$ cat config.mk
export PLATFORM = sky130hd
export DESIGN_NAME = debug_io_hub
export DESIGN_NICKNAME = d
export VERILOG_FILES = /design/src/rtl/debug_io_hub.sv
export SDC_FILE = /design/constraint.sdc
export NUM_CORES = 1
export LEC_CHECK = 0
export CORE_ASPECT_RATIO = 0.9
export CORE_UTILIZATION = 29
export DETAILED_ROUTE_END_ITERATION = 10
export GPL_TIMING_DRIVEN = 0
export PLACE_DENSITY = 0.47
export SLEW_MARGIN = 20
export SYNTH_ARGS = -nofsm -noshare
export SYNTH_HDL_FRONTEND = slang
export SYNTH_HIERARCHICAL = 1
export SYNTH_SLANG_ARGS = --single-unit
$ cat constraint.sdc
create_clock -name i_clk -period 2.4 [get_ports i_clk]
set_input_delay 0.24 -clock i_clk [delete_from_list [all_inputs] [get_ports i_clk]]
set_output_delay 0.24 -clock i_clk [all_outputs]
set_load 0.005 [all_outputs]
$ cat src/rtl/debug_io_hub.sv
// Board-debug front end: per-bit sync/debounce of buttons and DIP switches,
// rise pulses, sticky press flags, a press counter and a registered LED source mux.

module debug_io_deb #(
    parameter int DEB_CYCLES = 2500000
) (
    input  logic i_clk,
    input  logic i_rstn,
    input  logic i_raw,
    output logic o_level,
    output logic o_rise
);
    localparam int CW = $clog2(DEB_CYCLES);

    logic          s1, s2;
    logic [CW-1:0] cnt;

    // s1 -> s2 is a bare two-flop synchroniser; debounce logic only sees s2.
    always_ff @(posedge i_clk or negedge i_rstn) begin
        if (!i_rstn) begin
            s1      <= 1'b0;
            s2      <= 1'b0;
            cnt     <= '0;
            o_level <= 1'b0;
            o_rise  <= 1'b0;
        end else begin
            s1     <= i_raw;
            s2     <= s1;
            o_rise <= 1'b0;
            if (s2 != o_level) begin
                if (cnt == CW'(DEB_CYCLES - 1)) begin
                    o_level <= s2;
                    o_rise  <= s2;
                    cnt     <= '0;
                end else begin
                    cnt <= cnt + 1'b1;
                end
            end else begin
                cnt <= '0;
            end
        end
    end
endmodule

module debug_io_hub #(
    parameter int N_BTN      = 5,
    parameter int N_DIP      = 8,
    parameter int N_LED      = 8,
    parameter int DEB_CYCLES = 2500000,
    parameter int HB_HALF    = 125000000
) (
    input  logic                   i_clk,
    input  logic                   i_rstn,
    input  logic [N_BTN-1:0]       i_btn,
    input  logic [N_DIP-1:0]       i_dip,
    input  logic [N_LED-1:0]       i_host_led,
    input  logic [1:0]             i_led_sel,
    input  logic                   i_link_up,
    input  logic                   i_user_rstn,
    input  logic [N_BTN-1:0]       i_clr,
    output logic [N_BTN-1:0]       o_btn,
    output logic [N_BTN-1:0]       o_btn_rise,
    output logic [N_BTN-1:0]       o_btn_sticky,
    output logic [N_DIP-1:0]       o_dip,
    output logic [7:0]             o_press_cnt,
    output logic [N_LED-1:0]       o_led,
    output logic [N_BTN+N_DIP-1:0] o_debug
);
    localparam int NDBG = N_BTN + N_DIP;
    localparam int NST  = N_LED - 3;
    localparam int HW   = (HB_HALF > 1) ? $clog2(HB_HALF) : 1;

    logic [NDBG-1:0] raw_all, lvl_all, rise_all;
    assign raw_all = {i_btn, i_dip};

    generate
        for (genvar g = 0; g < NDBG; g++) begin : g_deb
            debug_io_deb #(.DEB_CYCLES(DEB_CYCLES)) u_deb (
                .i_clk   (i_clk),
                .i_rstn  (i_rstn),
                .i_raw   (raw_all[g]),
                .o_level (lvl_all[g]),
                .o_rise  (rise_all[g])
            );
        end
    endgenerate

    assign o_btn      = lvl_all[NDBG-1:N_DIP];
    assign o_dip      = lvl_all[N_DIP-1:0];
    assign o_btn_rise = rise_all[NDBG-1:N_DIP];
    assign o_debug    = lvl_all;

    // DIP bits share the debounce cell but have no use for a rise pulse.
    logic unused_dip_rise;
    assign unused_dip_rise = ^rise_all[N_DIP-1:0];

    logic [7:0] rise_pop;
    always_comb begin
        rise_pop = '0;
        for (int k = 0; k < N_BTN; k++) rise_pop = rise_pop + 8'(o_btn_rise[k]);
    end

    logic [HW-1:0]    hb_cnt;
    logic             hb;
    logic [N_LED-1:0] led_nxt;

    always_comb begin
        led_nxt = i_host_led;
        unique case (i_led_sel)
            2'd0: led_nxt = i_host_led;
            2'd1: led_nxt = N_LED'(lvl_all);
            2'd2: led_nxt = {hb, i_link_up, i_user_rstn, NST'(o_btn_sticky)};
            default: led_nxt = N_LED'(o_press_cnt);
        endcase
    end

    always_ff @(posedge i_clk or negedge i_rstn) begin
        if (!i_rstn) begin
            o_btn_sticky <= '0;
            o_press_cnt  <= '0;
            hb_cnt       <= '0;
            hb           <= 1'b0;
            o_led        <= '0;
        end else begin
            // A rise landing with its clear keeps the flag set.
            o_btn_sticky <= o_btn_rise | (o_btn_sticky & ~i_clr);
            o_press_cnt  <= o_press_cnt + rise_pop;
            if (hb_cnt == HW'(HB_HALF - 1)) begin
                hb_cnt <= '0;
                hb     <= ~hb;
            end else begin
                hb_cnt <= hb_cnt + 1'b1;
            end
            o_led <= led_nxt;
        end
    end
endmodule

==> key figures, run 1 <==
Outcome
  • Status: finished with violations
  • Violated checks: DRC, setup timing

STA
  • Final worst slack: -0.228 ns
  • Setup Skew: 0.0223 ns
  • Rel. slew slack: 36.6%
  • Unrepaired setup endpoints after global routing: true
  • Max frequency: 381 MHz
  • Hold_ws: 0.105 ns
  • Min Tclk post-route: 2.63 ns
  • Fin crit share: 109%
  • Final setup viols: 6
  • Final hold vios: 0
  • Final Max Slew Viols: 0
  • Slew @ Worst Pin: 0.952 ns

Final layout
  • Area growth syn-to-layout: 19.5%
  • Fin util: 35.2%
  • Layout Cells excl Fill: 2930
  • Layout cells sized above 1: 12.0%
  • Net count reported at finish: 2081
  • Post-route cell area: 23200 um2

Routing
  • Routed length per instance: 15.5 um
  • Vias/cell: 4.91
  • Routed vias: 14400
  • Drt pass-1 iters: 8
  • Residual DRC: 16
  • Drt total wl: 45500 um
  • DRT iter0 DRCs: 861
  • Final ANT Viol Nets: 0

Place
  • DP HPWL: 31000 um
  • DP Area: 21400 um2
  • IO buf count: 81
  • Gpl congestion: 0.806
  • Placed cells: 2837

Critical path
  • R2r startpoint: g_deb[8].u_deb/o_rise$_DFF_PN0_
  • R2r worst-path depth: 11
  • R2r setup slk: -0.23 ns
  • Worst r2r dst: o_press_cnt[6]$_DFF_PN0_
  • Setup crit start kind: flip-flop
  • Crit-path max FO: 2
  • CP Data Arrival Time: 3.12 ns
  • Crit Path Category: reg -> reg
  • Critical Path RT: 2.90 ns
  • Setup crit end kind: flip-flop

Global route
  • Total track usage: 13.8%
  • Initial antenna violation count: 2
  • Vias in the first global route: 14300
  • First-pass GRT wire length: 76800 um
  • Total gr overflow: 0
  • Largest net degree at the start of global routing: 93

Power
  • P per Cell Area: 619 nW/um2
  • Leakage: 8.99 nW
  • Peak supply drop: 0.416 mV

Synth
  • Syn Area/Cell: 10.3 um2
  • Cells after synthesis: 1888
  • Synthesized net count: 1941
  • Syn. warnings: 6
  • Mapped Area: 19400 um2

Clock network
  • CTS tree: built
  • Clk_lat worst skew: 0.58 ns
  • H-tree depth: 2
  • Maximum clock path buffer count: 3
  • Num CTS Buffers: 46
  • CTS Sinks: 379
  • Clock Pin Slew Worst Setup and Hold Paths: 0.06 ns
  • Clock root cell: clkbuf_16

Floorplanning
  • Initial Util: 29.5%
  • IO Pins: 84
  • # rows: 89
  • Die Ht: 248 um
  • Die X-Extent: 275 um
  • Core Box Area: 65900 um2
  • Die area: 68000 um2

Hold path
  • Hold Path Class: in -> reg
  • HP Start: i_dip[3]
  • Hold Crit Endpoint: g_deb[3].u_deb/s1$_DFF_PN0_
  • WHS Path Cells: 1

Flow run
  • Max-Cap Viols: 0
state kept, by name, summed over array words and instances (netlist names):
signal and flops:
g_deb.u_deb/o_rise 5, o_btn_sticky 5, g_deb.u_deb/s1 13, o_led 8
g_deb.u_deb/s2 13, g_deb.u_deb/o_level 13, hb 1, g_deb.u_deb/cnt 286
hb_cnt 27, o_press_cnt 8
routing by layer:
metal | track usage [%] | part of all wire (%) | vias up | routed length (um)
met5 | 0 | 0 | - | 0
met4 | 3.96 | 2.0 | 0 | 912
met3 | 2.29 | 3.8 | 63 | 1710
met2 | 20.7 | 43 | 188 | 19500
met1 | 20.2 | 51 | 7079 | 23300
li1 | - | - | 7057 | -
worst max-delay path: stages, from the launching register on:
cell     delay, ns
dfrtp_2       0.44
fa_1          0.56
inv_2         0.05
fa_2          0.41
inv_2         0.08
ha_4          0.13
inv_2         0.03
fa_2          0.36
nor2b_4       0.14
o21ai_4       0.09
nor2_2        0.11
xor2_1        0.15
report_power, final:
group | leakage (nW) | switching, W | internal [W]
Combinational | 3.02 | 0.000284 | 0.000166
Sequential | 5.18 | 0.0000764 | 0.00647
Clock | 0.797 | 0.00278 | 0.00461
Total | 8.99 | 0.00314 | 0.0112
per-stage QoR:
step | TNS, ns | setup WS (ns) | power (W)
after global placement | -6252.73 | -16.58 | 0.00711
after floorplan | -0.111 | -0.103 | 0.00682
after global routing | -1.46 | -0.340 | 0.0150
after detailed placement | -1.87 | -0.443 | 0.00713
after CTS | -0.606 | -0.243 | 0.0147
final | -0.887 | -0.228 | 0.0144
cells in the final DEF, fill, tap and decap left out, types with 26 or more instances in the layout:
| master | n |
|---|---|
| dfrtp_1 | 376 |
| nor2_1 | 306 |
| xnor2_1 | 199 |
| nand3_1 | 127 |
| nor4_1 | 91 |
| clkdlybuf4s50_1 | 80 |
| nand2_1 | 65 |
| inv_1 | 63 |
| nor3_1 | 54 |
| xor2_1 | 52 |
| nand4_1 | 48 |
| clkbuf_16 | 47 |
| nor4b_1 | 41 |
| and3_1 | 41 |
| o21ai_0 | 29 |
| buf_2 | 26 |
| or3_1 | 26 |
| a21oi_1 | 26 |
| o21ba_2 | 26 |
final cells by class:
type / instances / area (um2)
Fill cell: 6578 / 42700
Multi-Input combinational cell: 1396 / 9510
Sequential cell: 379 / 9490
Clock buffer: 68 / 1380
Tap cell: 864 / 1080
Timing Repair Buffer: 92 / 992
Buffer: 47 / 284
Inverter: 66 / 248
Clock inverter: 16 / 244
Antenna cell: 2 / 5.00
worst max path at each step:
stage / start / endpoint / slack (ns)
6_report: g_deb[8].u_deb/o_rise$_DFF_PN0_ / o_press_cnt[6]$_DFF_PN0_ / -0.23
2_1_floorplan: g_deb[8].u_deb/o_rise$_DFF_PN0_ / o_press_cnt[6]$_DFF_PN0_ / -0.10
4_1_cts: g_deb[9].u_deb/o_rise$_DFF_PN0_ / o_press_cnt[6]$_DFF_PN0_ / -0.24
3_5_place_dp: g_deb[9].u_deb/o_rise$_DFF_PN0_ / o_press_cnt[6]$_DFF_PN0_ / -0.44
5_1_grt: g_deb[8].u_deb/o_rise$_DFF_PN0_ / o_press_cnt[6]$_DFF_PN0_ / -0.34
3_3_place_gp: i_rstn / g_deb[9].u_deb/cnt[21]$_DFF_PN0_ / -16.58
what timing repair did:
action | in CTS | in global routing
hold buffers | 1 | 0
setup buffers | 4 | 2
endpoints found under the hold margin | 68 | 0
endpoints found under the setup margin | 7 | 100
gates resized for setup | 14 | 16
pin swaps | 6 | 2
No activity file was read; power rests on OpenSTA's default activity.
==> run 2, diff against run 1 <==
PLACE_DENSITY = 0.45   (was 0.47)
REMOVE_ABC_BUFFERS = 1   (was not set)
clock period = 3.1 ns   (was 2.4 ns; I/O delays follow)
==> run 2 against run 1 <==
  * The run ends with DRC left
  * Worst hold slack improved by 0.058 ns
  * Via count fell by 1.1%
  * Utilization decreased by 0.60 points
  * Clock power is 24% lower
  * Combinational power shrank 25%
  * Die area unchanged
  * Routed wire length decreased by 2.4%
  * Largest cell class is now flip-flops and latches
==> key figures, run 2 (synthesized netlist as in run 1, its figures left out) <==
Floorplanning
  • IO Pins: 84 (unchanged)
  • # rows: 89 (unchanged)
  • Die area: 68000 um2 (unchanged)
  • Die X-Extent: 275 um (unchanged)
  • Core Box Area: 65900 um2 (unchanged)
  • Die Ht: 248 um (unchanged)
  • Initial Util: 29.5% (unchanged)

Power
  • Internal Pwr Total: 0.00856 W (-24%)
  • Logic pwr share: 3.0% (about the same)
  • Clock Power Share: 50.9% (-0.4 points)
  • P per Cell Area: 483 nW/um2 (-22%)
  • Peak supply drop: 0.358 mV (-14%)
  • Switch Pwr: 0.00246 W (-22%)
  • Flop pwr share: 46.0% (+0.5 points)
  • Sw frac: 22.3% (+0.51 points)
  • Leakage: 8.73 nW (-2.9%)

Final layout
  • Biggest register: g_deb.u_deb/cnt
  • Area growth syn-to-layout: 17.5%
  • Commonest non-fill, non-tap cell in the layout: dfrtp_1
  • Max reg flops: 286 (unchanged)
  • Fin util: 34.6% (-0.60 points)
  • Post-route cell area: 22800 um2 (-1.7%)
  • Net count reported at finish: 2031 (-2.4%)
  • Top Registers: g_deb.u_deb/cnt: 286 flops, hb_cnt: 27 flops
  • # diodes: 0 (-2)
  • Most frequent cells in the layout: dfrtp_1 (378), nor2_1 (307), xnor2_1 (199)
  • Layout cells sized above 1: 9.24% (-2.8 points)

Critical path
  • WP buf/inv: 3 (unchanged)
  • CP max stage delay: 0.50 ns (-0.06 ns)
  • Crit Path Category: reg -> reg
  • Critical Path RT: 3.60 ns (+0.70 ns)
  • Setup crit end kind: flip-flop
  • R2r worst-path depth: 11 (unchanged)
  • R2r setup slk: 0.20 ns (+0.43 ns)
  • Crit-path max FO: 3 (+1)
  • R2r startpoint: g_deb[9].u_deb/o_rise$_DFF_PN0_
  • Worst r2r dst: o_press_cnt[6]$_DFF_PN0_
  • Worst-path cell chain: fa_1 -> inv_1 -> fa_1 -> inv_1 -> ha_1 -> inv_1 -> fa_1 -> nor2b_1 -> o21ai_0 -> nor2_1 -> xor2_1
  • Top delay family on crit path: adder cells
  • CP Data Arrival Time: 3.40 ns (+0.28 ns)
  • Crit-path slowest cell: fa_1
  • Setup crit start kind: flip-flop

Global route
  • Met3 Use GR: 2.86% (+0.57 points)
  • First-pass GRT wire length: 75300 um (-2.0%)
  • Initial antenna violation count: 1 (-1)
  • Met1 GRT Util: 20.3% (+0.11 points)
  • Busiest grt layer: met1
  • Largest net degree at the start of global routing: 91 (-2.2%)
  • Total gr overflow: 0 (unchanged)
  • GR Layer Usage met2: 19.4% (-1.3 points)
  • Vias in the first global route: 14000 (-2.5%)
  • Total track usage: 13.5% (-0.30 points)

Routing
  • Vias/cell: 4.94 (+0.67%)
  • Residual DRC: 10 (-6)
  • Drt pass-1 iters: 8 (unchanged)
  • Routed vias: 14200 (-1.1%)
  • Routed length per instance: 15.4 um (-0.60%)
  • Drt total wl: 44400 um (-2.4%)
  • Final ANT Viol Nets: 0 (unchanged)
  • DRT iter0 DRCs: 719 (-16%)

Clock network
  • Maximum clock path buffer count: 3 (unchanged)
  • Post-CTS setup buffer count: 0 (-4)
  • H-tree depth: 2 (unchanged)
  • Clock Pin Slew Worst Setup and Hold Paths: 0.06 ns (about the same)
  • Num CTS Buffers: 46 (unchanged)
  • Clk_lat worst skew: 0.58 ns (about the same)
  • Clock root cell: clkbuf_16
  • CTS Sinks: 379 (unchanged)
  • CTS tree: built

STA
  • Setup Skew: 0.0228 ns (+0.000439 ns)
  • Final setup viols: 0 (-6)
  • Rel. slew slack: 34.7% (-1.9 points)
  • Unrepaired setup endpoints after global routing: false
  • Slew @ Worst Pin: 0.976 ns (+0.0242 ns)
  • Final hold vios: 0 (unchanged)
  • Final Max Slew Viols: 0 (unchanged)
  • Fin crit share: 93.6% (-16 points)
  • Max frequency: 345 MHz (-9.4%)
  • Min Tclk post-route: 2.90 ns (+0.272 ns)

Place
  • IO buf count: 83 (+2.5%)
  • DP HPWL: 29900 um (-3.6%)
  • DP Area: 21300 um2 (-0.89%)
  • Gpl congestion: 0.772 (-4.2%)

Outcome
  • Violated checks: DRC
  • Status: finished with violations

Hold path
  • HP Start: i_btn[0]
  • Hold Crit Endpoint: g_deb[8].u_deb/s1$_DFF_PN0_
  • Hold Path Class: in -> reg
  • WHS Path Cells: 1 (unchanged)

Flow run
  • Max-Cap Viols: 0 (unchanged)
-- run 2: cell types whose count changed in the layout (fill, tap and decap cells not counted), sizes merged --
cell and change:
buf -50, bufinv -1, clkbuf -3, clkdlybuf4s50 +2, clkinv +1, diode -2, inv +1
-- run 2: worst max path at each step --
stage / from / to / slack [ns] / cells past startpoint
finish: g_deb[9].u_deb/o_rise$_DFF_PN0_ / o_press_cnt[6]$_DFF_PN0_ / 0.20 / 11
global placement: i_rstn / g_deb[1].u_deb/o_level$_DFFE_PN0P_ / -16.07 / 1
global route: g_deb[9].u_deb/o_rise$_DFF_PN0_ / o_press_cnt[6]$_DFF_PN0_ / 0.01 / 11
detailed placement: g_deb[9].u_deb/o_rise$_DFF_PN0_ / o_press_cnt[6]$_DFF_PN0_ / 0.19 / 11
CTS: g_deb[9].u_deb/o_rise$_DFF_PN0_ / o_press_cnt[6]$_DFF_PN0_ / 0.18 / 11
floorplan: g_deb[8].u_deb/o_rise$_DFF_PN0_ / o_press_cnt[6]$_DFF_PN0_ / 0.52 / 11
-- run 2: layout make-up --
type | count | area, um2
well taps | 864 | 1080
fillers | 6653 | 43100
flip-flops and latches | 379 | 9490
clock buffers | 67 | 1340
inverters | 66 | 248
multi-input cells | 1396 | 9460
clock inverters | 17 | 226
repair buffers | 89 | 983
-- run 2: repair_timing --
item                                    CTS  global route
resized for setup                         0             1
hold buffers                              1             0
hold endpoints to repair                 88             0
endpoints found under the setup margin    0             1
-- run 2: metal layers --
metal	up-vias	wire [um]
met3	49	1950
met1	7044	23000
li1	6928	-
met2	205	18700
met4	0	746
met5	-	0
-- run 2: through the flow --
stage | instances | setup WS, ns | hold WS [ns] | TNS [ns] | total power, W
3_5_place_dp | 2793 | 0.194 | 0.335 | 0 | 0.00551
4_1_cts | 2878 | 0.179 | 0.125 | 0 | 0.0113
6_report | 2878 | 0.200 | 0.163 | 0 | 0.0110
5_1_grt | 2878 | 0.0114 | 0.126 | 0 | 0.0115
2_1_floorplan | 1841 | 0.519 | 0.0144 | 0 | 0.00527
3_3_place_gp | 2788 | -16.07 | 0.332 | -6060.22 | 0.00549
-- run 2: power by group through the flow --
stage               Clock [W]  Sequential, W  Combinational [W]
floorplan                   0        0.00515           0.000123
global placement            0        0.00517           0.000323
detailed placement          0        0.00516           0.000352
CTS                   0.00585        0.00507           0.000354
global route          0.00608        0.00508           0.000389
finish                0.00561        0.00507           0.000336
-- run 2: worst reg2reg max path: cells and delay by family, from the launching register on --
kind	cells	cell delay [ns]
adder cells (fa/ha/maj)	4	1.52
flip-flops	1	0.48
buffers and inverters	3	0.30
AND/OR/NAND/NOR	2	0.27
XOR/XNOR	1	0.15
AO/OA/AOI/OAI	1	0.13
==> run 3, diff against run 2 <==
CAP_MARGIN = 30   (was not set)
CORE_UTILIZATION = 55   (was 29)
PLACE_DENSITY = 0.74   (was 0.45)
SKIP_CTS_REPAIR_TIMING = 1   (was not set)
==> run 3 against run 2 <==
  * The run now ends clean
  * Critical path depth unchanged
  * Sequential share of layout area increased by 1.2 points
  * Utilization increased by 30 points
  * Clock-buffer cell count decreased by 15
  * Register-to-register slack improved by 0.02 ns
  * Sequential cell count unchanged
  * Final area decreased by 2.9%
  * Total power decreased by 4.0%
==> key figures, run 3 (synthesized netlist as in run 1, its figures left out) <==
Final layout
  • Commonest non-fill, non-tap cell in the layout: dfrtp_1
  • Max reg flops: 286 (unchanged)
  • Net count reported at finish: 2024 (-0.34%)
  • Post-route cell area: 22200 um2 (-2.9%)
  • Area growth syn-to-layout: 14.1%
  • Area occupied by registers: 9480 um2 (about the same)
  • Most frequent cells in the layout: dfrtp_1 (379), nor2_1 (307), xnor2_1 (199)
  • Multi-input logic area: 9460 um2 (unchanged)
  • Layout cells sized above 1: 8.99% (-0.25 points)
  • Biggest register: g_deb.u_deb/cnt
  • Top Registers: g_deb.u_deb/cnt: 286 flops, hb_cnt: 27 flops
  • Filler Cells Inserted: 2699 (-59%)

STA
  • Final worst slack: 0.220 ns (+0.0206 ns)
  • Unrepaired setup endpoints after global routing: false
  • Min Tclk post-route: 2.88 ns (-0.0206 ns)
  • Final Max Slew Viols: 0 (unchanged)
  • Max frequency: 347 MHz (+0.71%)
  • Fin crit share: 92.9% (-0.66 points)
  • Setup Skew: 0.0229 ns (+0.000160 ns)
  • Rel. slew slack: 38.5% (+3.8 points)
  • Final hold vios: 0 (unchanged)
  • Final setup viols: 0 (unchanged)
  • Slew @ Worst Pin: 0.918 ns (-0.0573 ns)

Place
  • DP HPWL: 26900 um (-9.9%)
  • Gpl congestion: 0.861 (+12%)
  • IO buf count: 83 (unchanged)
  • Pre-CTS setup slack: 0.160 ns (-0.0348 ns)
  • DP Area: 20700 um2 (-2.5%)

Power
  • Pwr Total: 0.0106 W (-4.0%)
  • Peak supply drop: 0.387 mV (+8.2%)
  • Switch Pwr: 0.00228 W (-7.5%)
  • P per Cell Area: 477 nW/um2 (-1.1%)
  • Leakage: 8.65 nW (-0.94%)
  • Flop pwr share: 47.9% (+1.9 points)
  • Sw frac: 21.5% (-0.82 points)
  • Logic pwr share: 3.1% (about the same)
  • Internal Pwr Total: 0.00831 W (-2.9%)
  • Clock Power Share: 49.0% (-1.9 points)

Routing
  • Final ANT Viol Nets: 0 (unchanged)
  • Routed length per instance: 16.3 um (+5.4%)
  • Drt total wl: 40100 um (-9.7%)
  • Residual DRC: 0 (-10)
  • Vias/cell: 5.83 (+18%)
  • DRT iter0 DRCs: 1037 (+44%)
  • Drt pass-1 iters: 5 (-3)
  • Routed vias: 14400 (+1.1%)

Flow run
  • Max-Cap Viols: 0 (unchanged)

Critical path
  • CP max stage delay: 0.55 ns (+0.05 ns)
  • CP Data Arrival Time: 3.35 ns (-0.05 ns)
  • R2r startpoint: g_deb[8].u_deb/o_rise$_DFF_PN0_
  • Crit-path max FO: 3 (unchanged)
  • Worst-path cell chain: fa_1 -> inv_1 -> fa_1 -> inv_1 -> ha_1 -> inv_1 -> fa_1 -> nor2b_1 -> o21ai_1 -> nor2_1 -> xor2_1
  • Setup crit end kind: flip-flop
  • Crit-path slowest cell: fa_1
  • Worst r2r dst: o_press_cnt[6]$_DFF_PN0_
  • R2r worst-path depth: 11 (unchanged)
  • Critical Path RT: 3.57 ns (-0.03 ns)
  • R2r setup slk: 0.22 ns (+0.02 ns)
  • Setup crit start kind: flip-flop
  • Crit Path Category: reg -> reg
  • Critical Path Start: g_deb[8].u_deb/o_rise$_DFF_PN0_

Floorplanning
  • IO Pins: 84 (unchanged)
  • # rows: 64 (-28%)
  • Initial Util: 56.6% (+27 points)
  • Core Box Area: 34400 um2 (-48%)
  • Die area: 36100 um2 (-47%)
  • Die X-Extent: 200 um (-27%)
  • Die Ht: 180 um (-27%)

Global route
  • Vias in the first global route: 13800 (-1.1%)
  • Total track usage: 22.9% (+9.4 points)
  • Largest net degree at the start of global routing: 101 (+11%)
  • First-pass GRT wire length: 69500 um (-7.7%)
  • Initial antenna violation count: 1 (unchanged)
  • Total gr overflow: 0 (unchanged)

Clock network
  • CTS Sinks: 379 (unchanged)
  • H-tree depth: 2 (unchanged)
  • Clk_lat worst skew: 0.55 ns (-0.03 ns)
  • Clock Pin Slew Worst Setup and Hold Paths: 0.06 ns (about the same)
  • Maximum clock path buffer count: 3 (unchanged)
  • Clock root cell: clkbuf_16
  • CTS tree: built
  • Num CTS Buffers: 40 (-13%)

Outcome
  • Status: complete, no violations

Hold path
  • Hold Path Class: in -> async
## run 3: cell types whose count changed in the layout (fill, tap and decap cells not counted), sizes merged
cell      previous run  this run
clkinv               9        10
clkbuf              67        52
diode                0         1
clkinvlp             1         3
buf                  6         5
bufinv               5         7
## run 3: per-layer routing
metal | part of all wire [%] | GRT usage (%)
met1 | 48 | 34.2
met2 | 45 | 35.1
met3 | 4.2 | 3.27
met4 | 1.9 | 5.60
met5 | 0 | 0
## run 3: stage by stage
step           hold WS, ns  cells  utilization, %  TNS (ns)
2_1_floorplan       0.0144   1841               -         0
3_3_place_gp         0.332   2386            59.8  -5595.51
3_5_place_dp         0.139   2390            60.3         0
4_1_cts             -0.447   2464            64.5         0
5_1_grt              0.176   2466            64.6         0
6_report             0.169   2466            64.6         0
## run 3: worst max-delay path: cells and delay by family, from the launching register on
kind / cells / cell delay, ns
AOI/OAI and AO/OA: 1 / 0.15
xor gates and xnor gates: 1 / 0.15
buffers and inverters: 3 / 0.22
DFF: 1 / 0.43
and+or+nand+nor: 2 / 0.32
adders and majority gates: 4 / 1.56
## run 3: worst max path at each step
stage                                       end  slack, ns  cells after the start
6_report               o_press_cnt[6]$_DFF_PN0_       0.22                     11
4_1_cts                o_press_cnt[6]$_DFF_PN0_       0.15                     11
2_1_floorplan          o_press_cnt[6]$_DFF_PN0_       0.52                     11
3_5_place_dp           o_press_cnt[6]$_DFF_PN0_       0.16                     11
3_3_place_gp   g_deb[9].u_deb/cnt[21]$_DFF_PN0_     -14.83                      1
5_1_grt                o_press_cnt[6]$_DFF_PN0_       0.06                     11
## run 3: power groups by stage
stage / Clock, W / Combinational, W / Sequential [W]
finish: 0.00519 / 0.000329 / 0.00507
global route: 0.00553 / 0.000378 / 0.00508
CTS: 0.00533 / 0.000340 / 0.00507
detailed placement: 0 / 0.000337 / 0.00516
global placement: 0 / 0.000311 / 0.00516
floorplan: 0 / 0.000123 / 0.00515
## run 3: area by class of cell
| class | instances | share of cell area (%) |
|---|---|---|
| Antenna cell | 1 | 0.0113 |
| Clock buffer | 52 | 5.08 |
| Clock inverter | 22 | 1.42 |
| Inverter | 66 | 1.12 |
| Multi-Input combinational cell | 1396 | 42.7 |
| Sequential cell | 379 | 42.8 |
| Tap cell | 462 | 2.61 |
| Timing Repair Buffer | 88 | 4.31 |
